## config.mk

```make
export PLATFORM = sky130hd
export DESIGN_NAME = channel_sim_mp
export DESIGN_NICKNAME = d
export VERILOG_FILES = /design/src/rtl/channel_sim_pkg.sv /design/src/rtl/channel_delay_line.sv /design/src/rtl/channel_sim_mp.sv
export SDC_FILE = /design/constraint.sdc
export NUM_CORES = 1
export LEC_CHECK = 0
export CAP_MARGIN = 20
export CORE_MARGIN = 4
export CORE_UTILIZATION = 46
export CTS_CLUSTER_DIAMETER = 30
export CTS_CLUSTER_SIZE = 24
export DETAILED_ROUTE_END_ITERATION = 12
export DONT_BUFFER_PORTS = 1
export PLACE_DENSITY_LB_ADDON = 0.08
export SLEW_MARGIN = 10
export SYNTH_ARGS = -nofsm -noshare
export SYNTH_HDL_FRONTEND = slang
export SYNTH_SLANG_ARGS = --single-unit
```

## constraint.sdc

```tcl
create_clock -name clk -period 6.1 [get_ports clk]
set_input_delay 0.61 -clock clk [delete_from_list [all_inputs] [get_ports clk]]
set_output_delay 0.61 -clock clk [all_outputs]
set_load 0.02 [all_outputs]
```

## src/rtl/channel_sim_pkg.sv

```systemverilog
// Shared constants for the channel simulator: noise LFSR seed/taps and the
// guard bits used when summing the direct, echo and noise terms.
package channel_sim_pkg;

  // 16-bit Galois LFSR, polynomial x^16 + x^14 + x^13 + x^11 + 1
  localparam logic [15:0] LfsrSeed  = 16'hACE1;
  localparam logic [15:0] LfsrTaps  = 16'hB400;

  // Extra sum bits so direct + echo + noise never overflows before clipping
  localparam int unsigned GuardBits = 2;

  function automatic logic [15:0] lfsr_next(input logic [15:0] state);
    return state[0] ? ((state >> 1) ^ LfsrTaps) : (state >> 1);
  endfunction

endpackage

```

## src/rtl/channel_delay_line.sv

```systemverilog
// Circular sample history for the echo path. Writes advance the pointer,
// reads look back rd_offset samples; offset 0 returns the sample being written.
module channel_delay_line #(
  parameter int unsigned Width = 12,
  parameter int unsigned Depth = 16
) (
  input  logic                     clk,
  input  logic                     rst,
  input  logic                     wr_en,
  input  logic [Width-1:0]         wr_data,
  input  logic [$clog2(Depth)-1:0] rd_offset,
  output logic [Width-1:0]         rd_data
);

  localparam int unsigned PtrW = $clog2(Depth);

  logic [Width-1:0] mem_q [Depth];
  logic [Width-1:0] mem_d [Depth];
  logic [PtrW-1:0]  wptr_q, wptr_d;
  logic [PtrW-1:0]  rd_idx;

  // Write the new sample and bump the pointer; Depth is a power of two so it wraps
  always_comb begin
    mem_d  = mem_q;
    wptr_d = wptr_q;
    if (wr_en) begin
      mem_d[wptr_q] = wr_data;
      wptr_d        = wptr_q + 1'b1;
    end
  end

  // History is cleared on reset so unwritten entries read back as zero
  always_ff @(posedge clk) begin
    if (rst) begin
      wptr_q <= '0;
      for (int i = 0; i < int'(Depth); i++) begin
        mem_q[i] <= '0;
      end
    end else begin
      wptr_q <= wptr_d;
      mem_q  <= mem_d;
    end
  end

  // Look back from the write slot; offset 0 bypasses to the incoming sample
  always_comb begin
    rd_idx  = wptr_q - rd_offset;
    rd_data = (rd_offset == '0) ? wr_data : mem_q[rd_idx];
  end

endmodule

```

## src/rtl/channel_sim_mp.sv

```systemverilog
// Two-stage channel model: attenuated direct path plus optional delayed echo
// and optional LFSR noise, summed with guard bits and clipped to the sample range.
// Additive noise is compiled in only when CHANNEL_SIM_NOISE_EN is defined.
module channel_sim_mp
  import channel_sim_pkg::*;
#(
  parameter int AD_CVER_WIDTH = 12,
  parameter int MAX_DELAY     = 16,
  parameter int NOISE_W       = 4
) (
  input  logic                            clk,
  input  logic                            rst,
  input  logic                            din_valid,
  input  logic signed [AD_CVER_WIDTH-1:0] data_in,
  input  logic [3:0]                      cfg_att_shift,
  input  logic                            cfg_echo_en,
  input  logic [3:0]                      cfg_echo_shift,
  input  logic [$clog2(MAX_DELAY)-1:0]    cfg_delay,
  output logic                            dout_valid,
  output logic signed [AD_CVER_WIDTH-1:0] data_out,
  output logic                            sat_flag
);

  localparam int W      = AD_CVER_WIDTH;
  localparam int SumW   = W + int'(GuardBits);
  localparam int MaxVal = (1 << (W - 1)) - 1;
  localparam int MinVal = -(1 << (W - 1));
  localparam logic signed [SumW-1:0] SumMax = SumW'(MaxVal);
  localparam logic signed [SumW-1:0] SumMin = SumW'(MinVal);

  // Shifts past W-2 already leave only the sign, so clamp them explicitly
  function automatic logic signed [W-1:0] sat_shift(input logic signed [W-1:0] x,
                                                    input logic [3:0] sh);
    if (32'(sh) >= 32'(W - 1)) begin
      return {W{x[W-1]}};
    end
    return x >>> sh;
  endfunction

  logic signed [W-1:0]    echo_raw;
  logic signed [SumW-1:0] noise_term;

  channel_delay_line #(
    .Width (W),
    .Depth (MAX_DELAY)
  ) u_delay_line (
    .clk       (clk),
    .rst       (rst),
    .wr_en     (din_valid),
    .wr_data   (data_in),
    .rd_offset (cfg_delay),
    .rd_data   (echo_raw)
  );

`ifdef CHANNEL_SIM_NOISE_EN
  logic [15:0]              lfsr_q, lfsr_d;
  logic signed [NOISE_W-1:0] noise_raw;

  // Noise source steps once per accepted sample
  always_comb begin
    lfsr_d = lfsr_q;
    if (din_valid) begin
      lfsr_d = lfsr_next(lfsr_q);
    end
  end

  // LFSR state register, reseeded on reset
  always_ff @(posedge clk) begin
    if (rst) begin
      lfsr_q <= LfsrSeed;
    end else begin
      lfsr_q <= lfsr_d;
    end
  end

  assign noise_raw  = lfsr_q[NOISE_W-1:0];
  assign noise_term = SumW'(noise_raw);
`else
  assign noise_term = '0;
`endif

  // Stage 1: capture shifted terms with the configuration seen on the accepted cycle
  logic                   v1_q, v1_d;
  logic signed [W-1:0]    direct_q, direct_d;
  logic signed [W-1:0]    echo_q, echo_d;
  logic signed [SumW-1:0] noise_q, noise_d;

  // Stage-1 next state: only accepted samples load new terms
  always_comb begin
    v1_d     = din_valid;
    direct_d = direct_q;
    echo_d   = echo_q;
    noise_d  = noise_q;
    if (din_valid) begin
      direct_d = sat_shift(data_in, cfg_att_shift);
      echo_d   = cfg_echo_en ? sat_shift(echo_raw, cfg_echo_shift) : '0;
      noise_d  = noise_term;
    end
  end

  // Stage-1 registers
  always_ff @(posedge clk) begin
    if (rst) begin
      v1_q     <= 1'b0;
      direct_q <= '0;
      echo_q   <= '0;
      noise_q  <= '0;
    end else begin
      v1_q     <= v1_d;
      direct_q <= direct_d;
      echo_q   <= echo_d;
      noise_q  <= noise_d;
    end
  end

  // Stage 2: wide sum, clip, and hold the last result between valid outputs
  logic                   v2_q, v2_d;
  logic signed [W-1:0]    out_q, out_d;
  logic                   sat_q, sat_d;
  logic signed [SumW-1:0] sum;
  logic signed [W-1:0]    clipped;
  logic                   clip;

  // Stage-2 next state: saturate the sum and flag any clipping
  always_comb begin
    sum     = SumW'(direct_q) + SumW'(echo_q) + noise_q;
    clipped = sum[W-1:0];
    clip    = 1'b0;
    if (sum > SumMax) begin
      clipped = W'(MaxVal);
      clip    = 1'b1;
    end else if (sum < SumMin) begin
      clipped = W'(MinVal);
      clip    = 1'b1;
    end
    v2_d  = v1_q;
    out_d = out_q;
    sat_d = sat_q;
    if (v1_q) begin
      out_d = clipped;
      sat_d = clip;
    end
  end

  // Stage-2 registers drive the outputs directly
  always_ff @(posedge clk) begin
    if (rst) begin
      v2_q  <= 1'b0;
      out_q <= '0;
      sat_q <= 1'b0;
    end else begin
      v2_q  <= v2_d;
      out_q <= out_d;
      sat_q <= sat_d;
    end
  end

  assign dout_valid = v2_q;
  assign data_out   = out_q;
  assign sat_flag   = sat_q;

endmodule

```

==> impl_metrics.toml <==
[status]
status = "finished, final reports clean"

[drt]
routed_wl_um = 33660
num_vias = 9697
wl_per_cell_um = 19.78
drtPass1Iterations = 5
avgViaCountPerCell = 5.697
drtAntennaViolNets = 0
drt_iter0_markers = 801
route.detailed.drc = 0

[clocking]
clk_latency_ps = 570
ctsHoldBuffers = 0
cts_resized = 0
cts.reportedPaths.clkPinSlew_ps = 40
htreeDepth = 2
root_buffer = "clkbuf_16"
cts_tree = "done"
cts_sinks = 235
cts_made_buffers = 56
post_cts_buffers = 0
cts_buffer_depth = 3

[logic_synthesis]
yosys.area.top_type = "dfxtp_1"
ys_warn_count = 0
synth_cell_types = 62
synth-edff-count = 0
synthTopCellsByCount = "433 x nand2_1, 236 x a21oi_1, 235 x dfxtp_1"
ys_seq_area_frac = 0.4043
synth-seq-cells = 235
syn_area_um2 = 11640
syn_nets = 1439
ys_dominant_reg_cell = "dfxtp_1"
yosys.cell_count.top_type = "nand2_1"
synth.top_cell.area_share = 0.4043
avgSynthCellArea_um2 = 8.372
syn_inst = 1390
netlist_top_cells_area = "dfxtp_1 40%, nand2_1 14%, a21oi_1 10%"
synth-async-reset-ratio = 0

[sta]
fin_setup_tns_ps = 0
finalSetupViolCount = 0
relSlewSlack = 0.3082
max_freq_ghz = 0.2464
finalHoldViolCount = 0
slew_violations = 0
worst-slew-pin-transition_ps = 1009
fin_skew_ps = 15.91
rsz0062_at_grt = "false"
finalCritPeriodShare = 0.6654
whs_ps = 134.3
layout_min_cycle_time_ps = 4059

[setup_path]
cp-end-kind = "flip-flop"
critPathBufInv = 3
critPathMaxStageDelay_ps = 930
worstPathMaxFanout = 39
slowest_stage = "fa_4"
crit_arrival_ps = 4500
required_ps = 6540
cp_cell_sequence = "inv_1 -> ha_2 -> inv_1 -> fa_4 -> buf_16 -> mux4_2 -> mux2i_1 -> a221o_2 -> mux2i_1 -> o311ai_1 -> o31ai_1 -> a221o_1"
startpoint_type = "flip-flop"
cp_top_family = "adder cells"
crit_type = "flip-flop to flip-flop"

[floorplanning]
die_h_um = 167.1
dieArea_um2 = 27910
dieWidth_um = 167.1
std_cell_rows = 57
core_area_um2 = 24600
io_pins = 42
initial_utilization = 0.4730

[power]
ir_worst_vdd_v = 0.0002126
p_leak_nw = 4.882
powerDensity_nw_per_um2 = 376.1
power_mw = 5.101

[place]
placed_cells = 1595
hpwl_um = 20820
placed_cell_area_um2 = 11520
place_congestion = 0.8591
port_buffers = 0

[global_route]
grt_antenna_before_repair = 0
grt_max_degree = 221
grt_usage = 0.2352
overflow = 0
grt_pass1_vias = 9084
grt_pass1_wl_um = 52710

[min_path]
hold_path.class = "primary input to flip-flop"

[final_layout]
antenna_cells = 0
layout.cells.non_filler = 1702
final_area_um2 = 13560
area_growth_pct = 16.56
multi_input_area_um2 = 6334
nets = 1380
drive_above_1_share = 0.1321
seqCellArea_um2 = 4705
fillers = 2262

[flow_run]
maxCapViolations = 0
## per-stage QoR
stage / util / setup WS (ps)
2_1_floorplan: - / 2709
3_3_place_gp: 0.4683 / 1711
3_5_place_dp: 0.4683 / 1641
4_1_cts: 0.5499 / 1763
5_1_grt: 0.5513 / 1774
6_report: 0.5513 / 2041
## final timing paths
kind / start / end / slack (ps) / cells after the start
setup / recovery: u_delay_line.wptr_q[0] / echo_q[1] / 2040 / 12
setup reg to reg: u_delay_line.wptr_q[0] / echo_q[1] / 2040 / 12
hold / removal: rst / data_out[11] / 130 / 1
hold reg to reg: u_delay_line.mem_q[56] / u_delay_line.mem_q[56] / 450 / 2
## sequential cells by signal, indices dropped and copies added (netlist names)
| register | cells |
|---|---|
| u_delay_line.mem_q | 192 |
| data_out | 12 |
| direct_q | 12 |
| echo_q | 12 |
| u_delay_line.wptr_q | 4 |
| dout_valid | 1 |
| sat_flag | 1 |
| v1_q | 1 |
## layout make-up
class,count,area share
clock buffers,74,0.1201
clock inverters,31,0.02786
inverters,17,0.004704
multi-input cells,1017,0.4669
flip-flops and latches,235,0.3468
well taps,324,0.02989
repair buffers,4,0.003690
## report_power, final
part | switching (mW) | leakage (nW) | internal, mW | total, mW
sequential | 0.0324 | 1.90 | 1.57 | 1.60
combinational | 0.223 | 1.99 | 0.181 | 0.404
clock | 0.938 | 0.986 | 2.15 | 3.09
total | 1.19 | 4.88 | 3.91 | 5.10
## per-layer routing
metal  global-route usage  share of wire  wire length, um  vias to the layer above
li1                     -              -                -                     4683
met1               0.3371           0.46            15420                     4668
met2               0.3596           0.45            15300                      294
met3              0.04764          0.066             2206                       52
met4              0.07186          0.022              728                        0
met5                    0              0                0                        -
## cell families (layout without fill, tap and decap cells)
family / Yosys count / in the layout / share of synthesized area
fa+ha+maj: 22 / 22 / 0.02473
mux: 115 / 115 / 0.1583
flops: 235 / 235 / 0.4043
buf+inv: 138 / 126 / 0.05333
compound gates: 323 / 323 / 0.1605
xor+xnor: 16 / 16 / 0.01269
simple gates: 541 / 541 / 0.1862
## placed cells by master (no fill, tap or decap), drive strengths merged, types with 5 or more instances in the layout
cell type and instances:
a211oi 9, a21oi 236, a221o 12, and2 17
bufinv 7, clkbuf 75, clkinv 16, clkinvlp 6
dfxtp 235, ha 19, inv 19, mux2 6
mux2i 56, mux4 53, nand2 434, nor2 54
nor2b 7, nor3 9, o211ai 9, o21ai 22
o221a 10, xnor2 5, xor2 11
No activity file was read; power rests on OpenSTA's default activity.
